File: config.mk
export PLATFORM = sky130hd
export DESIGN_NAME = serial_addsub
export DESIGN_NICKNAME = d
export VERILOG_FILES = /design/src/rtl/arith_pkg.sv /design/src/rtl/digit_adder.sv /design/src/rtl/serial_addsub.sv
export SDC_FILE = /design/constraint.sdc
export NUM_CORES = 1
export LEC_CHECK = 0
export CORE_UTILIZATION = 50
export CTS_BUF_LIST = sky130_fd_sc_hd__clkbuf_2 sky130_fd_sc_hd__clkbuf_4 sky130_fd_sc_hd__clkbuf_8
export DETAILED_ROUTE_END_ITERATION = 8
export PLACE_DENSITY = 0.8
export SYNTH_ARGS = -nofsm -noshare
export SYNTH_HDL_FRONTEND = slang
export SYNTH_SLANG_ARGS = --single-unit
File: constraint.sdc
create_clock -name clk -period 3.2 [get_ports clk]
set_input_delay 0.64 -clock clk [delete_from_list [all_inputs] [get_ports clk]]
set_output_delay 0.64 -clock clk [all_outputs]
set_load 0.02 [all_outputs]
File: src/rtl/arith_pkg.sv
// Shared types and elaboration helpers for the digit-serial adder/subtractor.
// Sizes depend on module parameters, so they are exposed as constant functions.
package arith_pkg;

    typedef enum logic [1:0] {
        IDLE = 2'd0,
        RUN  = 2'd1,
        DONE = 2'd2
    } state_t;

    function automatic int unsigned num_digits(input int unsigned width,
                                               input int unsigned digit);
        return width / digit;
    endfunction

    function automatic int unsigned cnt_width(input int unsigned n);
        return (n <= 32'd1) ? 32'd1 : 32'($clog2(n));
    endfunction

    function automatic bit split_ok(input int unsigned width,
                                    input int unsigned digit);
        return (digit >= 32'd1) && (digit <= width) && ((width % digit) == 32'd0);
    endfunction

endpackage

File: src/rtl/digit_adder.sv
// DIGIT-bit ripple chain of full-adder cells; also exposes the carry into the
// top bit so the caller can form signed overflow on the final digit.
module digit_adder #(
    parameter int unsigned DIGIT = 4
) (
    input  logic [DIGIT-1:0] x,
    input  logic [DIGIT-1:0] y,
    input  logic             ci,
    output logic [DIGIT-1:0] s,
    output logic             co,
    output logic             c_msb
);

    logic [DIGIT:0] c;

    assign c[0] = ci;

    for (genvar i = 0; i < DIGIT; i++) begin : g_fa
        assign s[i]   = x[i] ^ y[i] ^ c[i];
        assign c[i+1] = (x[i] & y[i]) | (c[i] & (x[i] ^ y[i]));
    end

    assign co    = c[DIGIT];
    assign c_msb = c[DIGIT-1];

endmodule

File: src/rtl/serial_addsub.sv
// Multi-cycle adder/subtractor: DIGIT bits per clock, LSB first, with a
// registered carry between digits and a start/busy/done handshake.
module serial_addsub
    import arith_pkg::*;
#(
    parameter int unsigned WIDTH = 16,
    parameter int unsigned DIGIT = 4
) (
    input  logic             clk,
    input  logic             rst,
    input  logic             start,
    input  logic             sub,
    input  logic [WIDTH-1:0] a,
    input  logic [WIDTH-1:0] b,
    input  logic             cin,
    output logic             busy,
    output logic             done,
    output logic [WIDTH-1:0] sum,
    output logic             cout,
    output logic             ovf
);

    localparam int unsigned N  = num_digits(WIDTH, DIGIT);
    localparam int unsigned CW = cnt_width(N);
    localparam logic [CW-1:0] LAST = CW'(N - 1);

    if (!split_ok(WIDTH, DIGIT)) begin : g_bad_split
        $error("serial_addsub: DIGIT must divide WIDTH and lie in 1..WIDTH");
    end

    state_t           state_q, state_d;
    logic [CW-1:0]    cnt_q, cnt_d;
    logic [WIDTH-1:0] a_q, a_d;
    logic [WIDTH-1:0] b_q, b_d;
    logic             carry_q, carry_d;
    logic [WIDTH-1:0] sum_q, sum_d;
    logic             cout_q, cout_d;
    logic             ovf_q, ovf_d;

    logic [DIGIT-1:0]       dig_s;
    logic                   dig_co;
    logic                   dig_cmsb;
    logic [WIDTH+DIGIT-1:0] sum_cat;

    digit_adder #(.DIGIT(DIGIT)) u_digit (
        .x     (a_q[DIGIT-1:0]),
        .y     (b_q[DIGIT-1:0]),
        .ci    (carry_q),
        .s     (dig_s),
        .co    (dig_co),
        .c_msb (dig_cmsb)
    );

    // New digit enters at the MSB end; concatenation keeps DIGIT == WIDTH legal.
    assign sum_cat = {dig_s, sum_q};

    always_comb begin
        state_d = state_q;
        cnt_d   = cnt_q;
        a_d     = a_q;
        b_d     = b_q;
        carry_d = carry_q;
        sum_d   = sum_q;
        cout_d  = cout_q;
        ovf_d   = ovf_q;
        case (state_q)
            IDLE, DONE: begin
                if (start) begin
                    a_d     = a;
                    b_d     = b ^ {WIDTH{sub}};
                    carry_d = cin ^ sub;
                    cnt_d   = '0;
                    state_d = RUN;
                end else begin
                    state_d = IDLE;
                end
            end
            RUN: begin
                a_d     = a_q >> DIGIT;
                b_d     = b_q >> DIGIT;
                carry_d = dig_co;
                sum_d   = sum_cat[WIDTH+DIGIT-1:DIGIT];
                if (cnt_q == LAST) begin
                    cnt_d   = '0;
                    cout_d  = dig_co;
                    ovf_d   = dig_co ^ dig_cmsb;
                    state_d = DONE;
                end else begin
                    cnt_d = cnt_q + CW'(1);
                end
            end
            default: state_d = IDLE;
        endcase
    end

    always_ff @(posedge clk) begin
        if (rst) begin
            state_q <= IDLE;
            cnt_q   <= '0;
            a_q     <= '0;
            b_q     <= '0;
            carry_q <= 1'b0;
            sum_q   <= '0;
            cout_q  <= 1'b0;
            ovf_q   <= 1'b0;
        end else begin
            state_q <= state_d;
            cnt_q   <= cnt_d;
            a_q     <= a_d;
            b_q     <= b_d;
            carry_q <= carry_d;
            sum_q   <= sum_d;
            cout_q  <= cout_d;
            ovf_q   <= ovf_d;
        end
    end

    assign busy = (state_q == RUN);
    assign done = (state_q == DONE);
    assign sum  = sum_q;
    assign cout = cout_q;
    assign ovf  = ovf_q;

endmodule

Yosys cells after proc, flatten, opt, wreduce, memory -nomap -nowiden
Cells that the tools add are included.
W data, S select, Z words.
{"block": "word_totals", "ff_bits": 55, "in_bits": 37, "word_cells": 54}
{"block": "op_classes", "n_addsub": 1, "eq_ne": 5, "mux": 12, "bitwise": 23, "n_reduce_logical": 5}
{"operator": "$pmux W16 S2", "n": 2}
{"operator": "$mux W16", "n": 2}
{"operator": "$xor A16 B16 Y16", "n": 1}
{"operator": "$xor A1 B1 Y1", "n": 10}
{"operator": "$and A1 B1 Y1", "n": 8}
{"operator": "$pmux W2 S2", "n": 2}
{"operator": "$mux W2", "n": 3}
{"operator": "$eq A2 B2 Y1 const B", "n": 2}
{"operator": "$or A1 B1 Y1", "n": 4}
{"operator": "$reduce_and A2 Y1", "n": 2}
{"operator": "$add A2 B1 Y2 const B", "n": 1}
{"operator": "$eq A2 B1 Y1 const B", "n": 1}
{"operator": "$logic_not A2 Y1", "n": 1}
{"operator": "$mux W1", "n": 2}
{"operator": "$ne A2 B1 Y1 const B", "n": 1}
{"operator": "$ne A2 B2 Y1 const B", "n": 1}
{"operator": "$pmux W1 S2", "n": 1}
{"operator": "$reduce_bool A2 Y1", "n": 1}
{"operator": "$reduce_or A2 Y1", "n": 1}

Longest topological paths before layout
{"block": "logic_depth", "depth_word": 10, "mapped_depth": 10, "ltp_nobuf": 10}

Hierarchy
Synthesis repeated with hierarchy kept, for this count alone.
{"block": "hier_totals", "cells_unflattened": 280, "hier_area_um2": 2433.6}
{"mod": "serial_addsub", "n_inst": 1, "cells_each": 268, "area_per_inst_um2": 2323.5, "seq_area_each_um2": 1101.1}
{"mod": "digit_adder", "n_inst": 1, "cells_each": 12, "area_per_inst_um2": 110.1, "seq_area_each_um2": 0.0}

Worst setup path before layout
Ideal clock, no wire load.
{"block": "synth_timing", "path_type": "register to register", "startpoint": "reg a_q[0]", "endpoint": "reg sum_q[15] (netlist: sum[15])", "arrival_time_ps": 1995, "required_time_ps": 3121, "path_slack_ps": 1125, "stages_incl_launch_ff": 9, "cell_sequence": "dfxtp_1 > fa_1 > inv_1 > fa_1 > inv_1 > fa_1 > inv_1 > fa_1 > a211oi_2"}
{"block": "synth_between", "elab_chain_len": 8, "elab_cells_between_ends": 9, "cone_classes": "9 x bitwise"}
{"element": "start: declaration", "line_no": "serial_addsub.sv:33", "rtl": "logic [WIDTH-1:0] a_q, a_d;"}
{"element": "start signal: assignment", "line_no": "serial_addsub.sv:100", "rtl": "a_q <= '0;"}
{"element": "start signal: assignment", "line_no": "serial_addsub.sv:109", "rtl": "a_q <= a_d;"}
{"element": "$xor A1 B1 Y1", "line_no": "digit_adder.sv:20", "rtl": "assign c[i+1] = (x[i] & y[i]) | (c[i] & (x[i] ^ y[i]));"}
{"element": "$and A1 B1 Y1", "line_no": "digit_adder.sv:20"}
{"element": "$or A1 B1 Y1 *", "line_no": "digit_adder.sv:20"}
{"element": "$and A1 B1 Y1 *", "line_no": "digit_adder.sv:20"}
{"element": "$or A1 B1 Y1 *", "line_no": "digit_adder.sv:20"}
{"element": "$and A1 B1 Y1 *", "line_no": "digit_adder.sv:20"}
{"element": "$or A1 B1 Y1 *", "line_no": "digit_adder.sv:20"}
{"element": "$xor A1 B1 Y1 *", "line_no": "digit_adder.sv:19", "rtl": "assign s[i] = x[i] ^ y[i] ^ c[i];"}
{"element": "end signal: assignment", "line_no": "serial_addsub.sv:112", "rtl": "sum_q <= sum_d;"}
{"element": "end: declaration", "line_no": "serial_addsub.sv:36", "rtl": "logic [WIDTH-1:0] sum_q, sum_d;"}
Mark *: on every way between the ends. The rest lies on a longest branch, timed or not.
A chain may end at the register's enable or synchronous reset.

Final worst setup path
{"block": "layout_timing", "startpoint": "reg a_q[0]", "endpoint": "reg ovf_q (netlist: ovf)"}
{"block": "layout_between", "elab_chain_len": 10, "elab_cells_between_ends": 11, "cone_classes": "11 x bitwise"}
{"element": "$xor A1 B1 Y1", "line_no": "digit_adder.sv:20"}
{"element": "$and A1 B1 Y1", "line_no": "digit_adder.sv:20"}
{"element": "$or A1 B1 Y1 *", "line_no": "digit_adder.sv:20"}
{"element": "$and A1 B1 Y1 *", "line_no": "digit_adder.sv:20"}
{"element": "$or A1 B1 Y1 *", "line_no": "digit_adder.sv:20"}
{"element": "$and A1 B1 Y1 *", "line_no": "digit_adder.sv:20"}
{"element": "$or A1 B1 Y1 *", "line_no": "digit_adder.sv:20"}
{"element": "$and A1 B1 Y1", "line_no": "digit_adder.sv:20"}
{"element": "$or A1 B1 Y1", "line_no": "digit_adder.sv:20"}
{"element": "$xor A1 B1 Y1 *", "line_no": "serial_addsub.sv:86", "rtl": "ovf_d = dig_co ^ dig_cmsb;"}
{"element": "end signal: assignment", "line_no": "serial_addsub.sv:114", "rtl": "ovf_q <= ovf_d;"}
{"element": "end: declaration", "line_no": "serial_addsub.sv:38", "rtl": "logic ovf_q, ovf_d;"}
Marked as above.

==> out/metrics.yaml <==
sta:
  max_clock_freq_ghz: 0.447
  slew_headroom_pct: 34.1
  setup_ws_ns: 0.964
  hold_violations: 0
  post-route-period-util_pct: 69.9
  fin_crit_ns: 2.24
  fin_tns_setup_ns: 0
  rsz0062_at_grt: "false"
  hold_slack_ns: 0.458
  worstMarginPinSlew_ns: 0.988
  clock_skew_ns: 0.00698
  setup_viol: 0
  drv_slew: 0
clock_tree:
  clk_latency_ns: 0.30
  cts.clk_slew.worst_paths_ns: 0.09
  clock_path_buffers: 2
  postCtsHoldBufs: 0
  cts_setup_buffers: 0
  cts_root_buf: "clkbuf_8"
  numCtsBuffers: 5
  clock_sinks: 55
  cts-resized-gates: 0
  htree_levels: 2
  cts_tree: "yes"
synthesis:
  synthDistinctLibCells: 25
  syn_inst: 277
  syn_area_per_cell_um2: 8.68
  syn-num-nets: 319
  synth_warnings: 0
  synth_seq_area_share_pct: 45.8
  syn_area_um2: 2400
  ys_top_cells_by_area: "dfxtp_1, a21oi_1, a22oi_1, nand3_1, xor2_1"
  synth_area_leader_cell: "dfxtp_1"
  synth_top_area_share_pct: 45.8
  synth-seq-cells: 55
finish:
  syn_to_final_growth_pct: 25.3
  fillers: 404
  nNetsFinal: 359
  drive_above_1_share_pct: 5.68
  antennaDiodeCount: 0
  final_cell_mix: "dfxtp_1, clkdlybuf4s50_1, a21oi_1"
  instances_no_fill: 369
grt:
  grt_max_degree: 56
  antenna_found_initial: 0
  grt_overflow_total: 0
  grt_first_pass_wirelength_um: 8030
  gr-usage-all-layers_pct: 20.1
  grt_pass1_vias: 1816
power:
  netSwitchingPower_mw: 0.355
  p_int_mw: 1.07
  seqPwrFrac_pct: 52.5
  p_leak_nw: 1.06
  power.share.clock_pct: 31.2
  p_per_area_nw_per_um2: 472
  max-vdd-ir-drop_mv: 0.246
  power_frac_comb_pct: 16.3
  power_mw: 1.42
  p_sw_share_pct: 24.9
worst_setup_path:
  startpoint_type: "flip-flop"
  cp.arrival_ns: 2.47
  critPathCaptureType: "flip-flop"
  critPathKind: "reg -> reg"
  required_ns: 3.43
  crit_fanout: 3
route:
  avgViaCountPerCell: 5.46
  vias: 2014
  routed_wl_um: 4720
  drt_iter0_drc: 125
  dr.pass1.iters: 9
  drc: 6
  ant_nets: 0
  routedWlPerCell_um: 12.8
placed_design:
  hpwlAfterDp_um: 2960
  placedCellCount: 362
  place_ws_ns: 0.840
  place.gp.congestion: 0.720
  port_buffers: 56
status:
  violations: "design-rule violations"
  status: "complete, but fails checks"
floorplanning:
  die_w_um: 71.4
  die_area_um2: 5090
  die_h_um: 71.4
  core_um2: 4470
  start_util_pct: 53.7
  ios: 57
  rows: 24
min_path:
  min_path_type: "reg -> reg"
job:
  maxCapViolCount: 0
worst paths after layout:
| path | depth (start not counted) | endpoint | slack, ns | start |
|---|---|---|---|---|
| min | 2 | sum[3]$_SDFFE_PP0P_ | 0.46 | sum[3]$_SDFFE_PP0P_ |
| max reg2reg | 10 | ovf$_SDFFE_PP0P_ | 0.96 | a_q[0]$_SDFFE_PP0P_ |
| max | 10 | ovf$_SDFFE_PP0P_ | 0.96 | a_q[0]$_SDFFE_PP0P_ |
| min reg2reg | 2 | sum[3]$_SDFFE_PP0P_ | 0.46 | sum[3]$_SDFFE_PP0P_ |
cell usage after synthesis, drive strengths merged:
master   number
nor4b         1
nor2b         2
clkbuf       12
buf          15
nor2          5
xnor2         1
a22oi        24
nand3b        1
xor2         17
a2bb2oi       1
a21oi        50
a311oi        1
a31oi         1
a211oi        2
nand2b        2
nand2        38
nand3        35
o21a          1
fa            4
dfxtp        55
ha            1
inv           8
power groups by stage:
stage                     registers, mW  clock network [mW]  logic, mW
after global placement            0.762                   0      0.229
after floorplan                   0.765                   0      0.152
after CTS                         0.748               0.459      0.233
after detailed placement          0.764                   0      0.232
after global routing              0.752               0.486      0.258
final                             0.747               0.444      0.232
sequential cells by signal, indices dropped and copies added, names as in the netlist:
| register | cells |
|---|---|
| a_q | 16 |
| b_q | 16 |
| carry_q | 1 |
| cnt_q | 2 |
| cout | 1 |
| ovf | 1 |
| state_q | 2 |
| sum | 16 |
logic make-up (layout without fill, tap and decap cells):
logic type	Yosys count	after routing	synth area share [%]
xor+xnor	18	18	6.56
simple gates	84	84	15.7
buf+inv	35	75	7.60
flops	55	55	45.8
fa+ha+maj	5	5	3.85
compound gates	80	80	20.5
per-layer routing:
layer  vias up  share of wire (%)  GRT usage [%]
li1       1025                  -              -
met1       912                 44           25.7
met2        72                 49           33.2
met3         5                5.2           4.64
met4         0                1.4           7.33
met5         -                  0              0
metrics by stage:
stage                     utilization (%)  cell area [um^2]
after CTS                            67.4              3010
after floorplan                         -              2400
final                                67.4              3010
after global routing                 67.4              3010
after global placement               65.0              2910
after detailed placement             65.0              2910
cell type report:
class / count / area (um^2) / area share [%]
Timing Repair Buffer: 60 / 586 / 19.4
Clock inverter: 1 / 30.0 / 0.996
Inverter: 8 / 30.0 / 0.996
Clock buffer: 6 / 76.3 / 2.53
Sequential cell: 55 / 1100 / 36.5
Tap cell: 52 / 65.1 / 2.16
Multi-Input combinational cell: 187 / 1130 / 37.4
critical path, stage by stage, from the launching register on:
cell,delay [ns]
dfxtp_1,0.38
fa_1,0.18
inv_1,0.05
fa_1,0.34
inv_1,0.07
fa_1,0.20
inv_1,0.06
fa_1,0.43
xnor2_1,0.20
nand3_1,0.10
a21oi_1,0.15
Power figures use the tool's default switching activity.
